`src/rtl/riscv16_wb_pkg.sv`:
```
// Shared encodings and defaults for the RISCV16 MEM/WB writeback stage.
// Used by mem_wb_stage and load_formatter.
package riscv16_wb_pkg;

    localparam int WORD_W_DEF  = 16;
    localparam int RADDR_W_DEF = 4;

    typedef enum logic [1:0] {
        WB_ALU  = 2'd0,
        WB_MEM  = 2'd1,
        WB_PC   = 2'd2,
        WB_NONE = 2'd3
    } wb_sel_e;

    typedef enum logic [1:0] {
        LD_W   = 2'd0,
        LD_B   = 2'd1,
        LD_BU  = 2'd2,
        LD_RSV = 2'd3
    } load_type_e;

    typedef enum logic [1:0] {
        ST_EMPTY    = 2'd0,
        ST_FULL     = 2'd1,
        ST_WAIT_MEM = 2'd2
    } wb_state_e;

endpackage

```
`src/rtl/load_formatter.sv`:
```
// Shapes a raw data-memory word into LW / LB / LBU register data.
// The reserved load type falls through to a full-word load.
module load_formatter
    import riscv16_wb_pkg::*;
#(
    parameter int WORD_W = WORD_W_DEF
) (
    input  logic [WORD_W-1:0] rdata,
    input  logic [1:0]        load_type,
    input  logic              byte_sel,
    output logic [WORD_W-1:0] result
);

    logic [7:0] byte_v;

    always_comb begin
        byte_v = byte_sel ? rdata[15:8] : rdata[7:0];
        result = rdata;
        unique case (1'b1)
            load_type == LD_B:
                result = {{(WORD_W-8){byte_v[7]}}, byte_v};
            load_type == LD_BU:
                result = {{(WORD_W-8){1'b0}}, byte_v};
            default:
                result = rdata;
        endcase
    end

endmodule

```
`src/rtl/mem_wb_stage.sv`:
```
// RISCV16 MEM/WB stage: waits on load data, formats it, one write per retire.
// Optional retire counter output enabled by defining WB_RETIRE_CNT_EN.
module mem_wb_stage
    import riscv16_wb_pkg::*;
#(
    parameter int WORD_W  = WORD_W_DEF,
    parameter int RADDR_W = RADDR_W_DEF
) (
    input  logic               clk,
    input  logic               rst,
    input  logic               in_valid,
    output logic               in_ready,
    input  logic [RADDR_W-1:0] in_rd_addr,
    input  logic [1:0]         in_wb_sel,
    input  logic [WORD_W-1:0]  in_alu_result,
    input  logic [WORD_W-1:0]  in_pc_plus,
    input  logic [1:0]         in_load_type,
    input  logic               in_byte_sel,
    input  logic               mem_rvalid,
    input  logic [WORD_W-1:0]  mem_rdata,
    output logic               wb_we,
    output logic [RADDR_W-1:0] wb_rd_addr,
    output logic [WORD_W-1:0]  wb_rd_data,
    output logic               load_busy
`ifdef WB_RETIRE_CNT_EN
    ,
    output logic [15:0]        retire_count
`endif
);

    wb_state_e          state;
    logic [RADDR_W-1:0] rd_q;
    logic [1:0]         lt_q;
    logic               bs_q;
    logic [WORD_W-1:0]  ld_data;
    logic [WORD_W-1:0]  alu_pc;
    logic               accept;
    logic               rd_nz;

    assign in_ready  = (state != ST_WAIT_MEM);
    assign load_busy = (state == ST_WAIT_MEM);
    assign accept    = in_valid && in_ready;
    assign rd_nz     = (in_rd_addr != '0);
    assign alu_pc    = (in_wb_sel == WB_PC) ? in_pc_plus : in_alu_result;

    load_formatter #(.WORD_W(WORD_W)) u_fmt (
        .rdata     (mem_rdata),
        .load_type (lt_q),
        .byte_sel  (bs_q),
        .result    (ld_data)
    );

    always_ff @(posedge clk) begin
        if (rst) begin
            state      <= ST_EMPTY;
            wb_we      <= 1'b0;
            wb_rd_addr <= '0;
            wb_rd_data <= '0;
            rd_q       <= '0;
            lt_q       <= LD_W;
            bs_q       <= 1'b0;
        end else begin
            wb_we <= 1'b0;
            if (state == ST_WAIT_MEM) begin
                if (mem_rvalid) begin
                    state      <= ST_FULL;
                    wb_we      <= (rd_q != '0);
                    wb_rd_addr <= rd_q;
                    wb_rd_data <= ld_data;
                end
            end else if (accept) begin
                rd_q <= in_rd_addr;
                lt_q <= in_load_type;
                bs_q <= in_byte_sel;
                if (in_wb_sel == WB_MEM) begin
                    state <= ST_WAIT_MEM;
                end else begin
                    state      <= ST_FULL;
                    wb_we      <= rd_nz && (in_wb_sel != WB_NONE);
                    wb_rd_addr <= in_rd_addr;
                    wb_rd_data <= alu_pc;
                end
            end else begin
                state <= ST_EMPTY;
            end
        end
    end

`ifdef WB_RETIRE_CNT_EN
    // Counts every commit cycle, including suppressed writes.
    always_ff @(posedge clk) begin
        if (rst)
            retire_count <= '0;
        else if (state == ST_FULL)
            retire_count <= retire_count + 16'd1;
    end
`endif

endmodule
```
`config.mk`:
```
export PLATFORM = sky130hd
export DESIGN_NAME = mem_wb_stage
export DESIGN_NICKNAME = d
export VERILOG_FILES = /design/src/rtl/riscv16_wb_pkg.sv /design/src/rtl/load_formatter.sv /design/src/rtl/mem_wb_stage.sv
export SDC_FILE = /design/constraint.sdc
export NUM_CORES = 1
export LEC_CHECK = 0
export CELL_PAD_IN_SITES_DETAIL_PLACEMENT = 1
export CELL_PAD_IN_SITES_GLOBAL_PLACEMENT = 1
export CORE_AREA = 2 2 84 62
export CTS_BUF_LIST = sky130_fd_sc_hd__clkbuf_2 sky130_fd_sc_hd__clkbuf_4 sky130_fd_sc_hd__clkbuf_8
export CTS_CLUSTER_DIAMETER = 80
export DETAILED_ROUTE_END_ITERATION = 12
export DIE_AREA = 0 0 86 64
export DONT_BUFFER_PORTS = 1
export HOLD_SLACK_MARGIN = 0.06
export PLACE_DENSITY_LB_ADDON = 0.2
export SYNTH_ARGS = -nofsm -noshare
export SYNTH_HDL_FRONTEND = slang
export SYNTH_HIERARCHICAL = 1
export SYNTH_SLANG_ARGS = --single-unit
```
`constraint.sdc`:
```
create_clock -name clk -period 2 [get_ports clk]
set_clock_uncertainty 0.15 [all_clocks]
set_input_delay 0.4 -clock clk [delete_from_list [all_inputs] [get_ports clk]]
set_output_delay 0.4 -clock clk [all_outputs]
set_load 0.01 [all_outputs]
```
# Word level (Yosys, flattened, before mapping)
# Index checks and enable logic that the tools add are counted.
[classes]
n_eq_ne = 9
mux = 19
n_bitwise = 1
reduce_logical = 7
[ops]
columns = ["operator", "count"]
rows = [
  ["16-bit two-way mux", 5],
  ["16-bit case mux with 2 select lines", 1],
  ["4-bit two-way mux", 4],
  ["2-bit two-way mux", 4],
  ["8-bit two-way mux", 1],
  ["2-bit != test, second input constant", 4],
  ["4-bit nonzero test", 2],
  ["2-bit equality test, second input constant", 3],
  ["2-bit by 1-bit equality test with 1-bit output, second input constant", 2],
  ["1-bit two-way mux", 4],
  ["3-bit AND reduction", 1],
  ["1-bit logical AND", 2],
  ["2-bit AND reduction", 1],
  ["2-bit nonzero test", 1],
  ["1-bit inverter", 1],
]
[totals]
regBits = 30
inputBits = 61
out_inout_bits = 23
word_cells = 43

# Longest topological paths before layout
[logic_depth]
depth_word = 5
ltp_mapped = 10
depth_no_buf = 8

# Modules after synthesis
# Netlist, hierarchy kept.
[modules_own_cells]
columns = ["mod", "instances", "cells_each", "area_each_um2", "seq_area_each_um2"]
rows = [
  ["mem_wb_stage", 1, 161, 1576.5, 600.6],
  ["load_formatter", 1, 53, 321.6, 0.0],
]

# Worst setup path after synthesis
# OpenSTA, ideal clock, no wires.
[synth_path]
path_kind = "register to register"
start = "register lt_q[0]"
end = "register wb_rd_data[0]"
setup_ps = 128
arrival_ps = 1686
required_ps = 1722
slack_ps = 36
path_stages_with_launch = 11
path_buffers = 2
synth_period_minus_slack_ps = 1964
path_cell_list = "dfxtp_1 inv_1 ha_1 buf_2 nor2b_1 buf_4 a21oi_1 o21ai_1 mux2_2 a222oi_1 nor2_1"
[synth_between]
elab_chain_len = 4
word_cells_on_any_way = 5
cone_classes = "eq/ne (2); mux (3)"
[synth_lines]
columns = ["element", "line", "source"]
rows = [
  ["from (decl)", "mem_wb_stage.sv:33", "logic [1:0] lt_q;"],
  ["from (signal assigned)", "mem_wb_stage.sv:73", "lt_q <= in_load_type;"],
  ["2-bit equality test or 2-bit by 1-bit equality test with 1-bit output (tied branches)", "load_formatter.sv:22, load_formatter.sv:20", ""],
  ["16-bit case mux with 2 select lines (*)", "load_formatter.sv:19", "unique case (1'b1)"],
  ["named net ld_data[0]", "mem_wb_stage.sv:35", "logic [WORD_W-1:0] ld_data;"],
  ["16-bit two-way mux (*)", "mem_wb_stage.sv:65", "if (mem_rvalid) begin"],
  ["16-bit two-way mux (*)", "mem_wb_stage.sv:64", "if (state == ST_WAIT_MEM) begin"],
  ["to (signal assigned)", "mem_wb_stage.sv:69", "wb_rd_data <= ld_data;"],
  ["to (signal assigned)", "mem_wb_stage.sv:81", "wb_rd_data <= alu_pc;"],
  ["to (decl)", "mem_wb_stage.sv:23", "output logic [WORD_W-1:0] wb_rd_data,"],
]
# Mark *: on every way through the listed nets, which the timed path passes. The rest lies on a longest branch. The select of a mux whose other input is x is not followed.
# A chain may end at the register's enable or synchronous reset.

# Worst setup path in the final report
[layout_path]
start = "register lt_q[0]"
end = "register wb_rd_data[15]"
# The elaborated chain is that of the path after synthesis.

==> metrics.md <==
| Metric | Value |
|---|---|
| Worst-Skew Late Latency | between 200 and 300 ps |
| Flop-to-flop setup slack | approximately 49 ps |
| Initial Util | 0.408 |
| Die area | between 5000 and 6000 µm² |
| Largest area contributor in the netlist | dfxtp_1 |
| Max cap viols | 0 |
| Worst-path clk slew | 70 ps |
| I/O Pins | 84 |
| N_diodes | 0 |
| CTS sink count | 30 |
| GRT Util Overall | 0.226 |
| Sum Neg Setup Slack | 0 ps |
| Status | completed |
| Worst Hold Path EP | wb_we |
| Post-Syn Instances | between 200 and 250 |
| Relative slew margins | 0.509 |
| Share of post-route cells with drive strength above 1 | 0.252 |
| Slew Limit Fails | 0 |
| Hold path cells | 1 |
| Seq cells post-synth | 30 |
| Reg-to-Reg Start | lt_q[0] |
| Die X | 86 µm |
| CTS tree | done |
| Worst Tran Pin Value | 735 ps |
| Die height | 64 µm |
| Overflow after GRT | 0 |
| Multi-input gate area | 1260 µm² |
| Count of flip-flops with a built-in enable after synthesis | 0 |
| Core area | ~4700 µm² |
| CTS root buffer | clkbuf_8 |
| Post-DP HPWL | roughly 4500 µm |
| Dpl cells | roughly 260 |
| Global placement routability congestion | 0.840 |
| Vias in the first global route | 1900 |
| Pin count of the biggest net entering global routing | 31 |
| Row count | 21 |
| Input/output buffers | 0 |
| Tcrit/Tclk final | 0.976 |
| Worst setup SP type | flop |
| Final ANT Viol Nets | 0 |
| R2R depth | 8 |
| VDD IR-drop max | about 0.33 mV |
| Top FF cell, synth | dfxtp_1 |
| Drt wl/cell | between 20 and 25 µm |
| Reg area | slightly above 600 µm² |
| Part of the Yosys area used for sequential elements | 0.316 |
| Maximum root-to-sink buffer count | 2 |
| R2R Path End | wb_rd_data[15] |
| Vias per cell | 6.26 |
| Post-Route WL | 6240 µm |
| CP Capture Type | flop |
| Mapped Avg Cell Area | roughly 9 µm² |
| Max FO, Critical Path | 6 |
| # DRC | 0 |
| Area Overhead vs Synth | 17.5% |
| CTS Buf Count | 5 |
| Crit path kind | reg2reg |
| Yosys cell types | 32 |
| Mapped cell area | around 1900 µm² |
| Hold Path Class | in2reg |
| Minimum clock period | 1950 ps |
| Max Freq | 513 MHz |
| Final Hold Vio Count | 0 |
| Pwr Density | between 700 and 800 nW/µm² |
| DRT Pass-1 Iters | 4 |
| Warnings from Yosys | 6 |
| Final cell count without fillers | 279 |
| CP Data Required Time | 2020 ps |
| First-pass GRT wire length | 9540 µm |
| Area contributors post-synth | dfxtp_1, mux2_2, a222oi_1, mux2_4, nor2_1 |
| # hold bufs at CTS | 9 |
| Leakage | 0.935 nW |
| Initial antenna violation count | 0 |
| CTS H-Tree Depth | 2 |
| Initial DRC Count | 112 |
| RSZ-0062 raised after global routing | true |
| Via count | 1746 |
| Post-synth net total | 277 |
| WP data arrival | roughly 2000 ps |
| Asr flop ratio synth | 0 |
| Final net count | 285 |
| Hold Crit Start | rst |
| Fill cells | 548 |
| Setup Viol. Count Final | 0 |
| Fraction of post-synthesis cell area in the top cell type by area | 0.316 |
[final cells by class]
cell class | instances | share of cell area
multi-input combinational | 164 | 0.564
clock inverter | 1 | 0.0135
tap | 57 | 0.0320
timing repair buffer | 17 | 0.0763
clock buffer | 6 | 0.0370
sequential | 30 | 0.271
inverter | 4 | 0.00673
[cells in the final DEF, fill, tap and decap left out, types with 3 or more instances in the layout]
cell	n
mux2_1	6
clkbuf_8	6
o221a_1	4
a21oi_1	15
a21o_1	7
nand3_1	8
dfxtp_2	3
mux2_2	15
nor2_1	27
nand2_1	17
a222oi_1	16
o21ai_1	8
mux2_4	11
dlygate4sd3_1	9
buf_4	5
dfxtp_1	27
and2b_1	6
nand2b_1	3
[critical path, cell delays in order (launching register included)]
cell and delay [ps]:
dfxtp_2 350, inv_2 50, ha_4 290, buf_4 140, o21ai_0 80, a22o_1 190, mux2_2 260, a222oi_1 240
nor2_1 70
[state kept, by name, indices dropped and copies added (netlist names)]
register	cells
wb_rd_data	16
rd_q	4
wb_rd_addr	4
lt_q	2
state	2
bs_q	1
wb_we	1
[where the power goes]
group          switching (mW)  total (mW)  internal (mW)  leakage (nW)
Clock                   0.241       0.640          0.398        0.0573
Sequential             0.0526       0.693          0.640         0.248
Combinational           0.156       0.345          0.189         0.630
[logic make-up after synthesis]
kind of cell	after synthesis	share of synthesized area
AO/OA/AOI/OAI	57	0.225
adder cells (fa/ha/maj)	2	0.0132
buffers and inverters	20	0.0534
flip-flops	30	0.316
multiplexers	32	0.210
AND/OR/NAND/NOR	73	0.182
[stage by stage]
stage          total power [mW]  hold slack (ps)  instance area (µm²)  worst slack [ps]   util
6_report                   1.68             28.4                 2230              48.9  0.480
5_1_grt                    1.75             21.5                 2230             -33.1  0.480
4_1_cts                    1.67             23.7                 2190             -21.4  0.471
3_5_place_dp               1.01              315                 1970             -52.2  0.423
3_3_place_gp              0.994              306                 1970              68.0  0.423
2_1_floorplan             0.949              294                 1900              36.1      -
[synthesized netlist by cell type, drive strengths merged (2+ instances only)]
cell	n
mux2	32
dfxtp	30
nor2	28
nand2	18
a21oi	17
a222oi	16
buf	11
o21ai	9
nand3	8
a21o	7
and2b	6
clkbuf	5
inv	4
nand2b	4
nor2b	4
o221a	4
a31oi	2
ha	2
nor4	2
[how the worst max path moves through the flow]
| stage | startpoint | endpoint | slack (ps) | cells past startpoint |
|---|---|---|---|---|
| detailed placement | lt_q[0] | wb_rd_data[1] | -50 | 9 |
| floorplan | lt_q[0] | wb_rd_data[0] | 40 | 10 |
| CTS | lt_q[0] | wb_rd_data[1] | -20 | 9 |
| finish | lt_q[0] | wb_rd_data[15] | 50 | 8 |
| global placement | in_wb_sel[0] | wb_rd_data[3] | 70 | 4 |
| global route | lt_q[0] | wb_rd_data[11] | -30 | 8 |
[what timing repair did]
action / CTS / global route
hold endpoints to repair: 26 / 17
pin swaps: 1 / 6
setup endpoints to repair: 11 / 15
resized for setup: 3 / 14
setup buffers: 0 / 0
[layer usage]
layer / global-route usage / vias to the layer above / wire length, µm
met1: 0.261 / 864 / 2600
li1: - / 810 / -
met3: 0.0853 / 9 / 554
met2: 0.386 / 63 / 3000
met5: 0 / - / 0
met4: 0.0734 / 0 / 90
No activity file was read; power rests on OpenSTA's default activity.
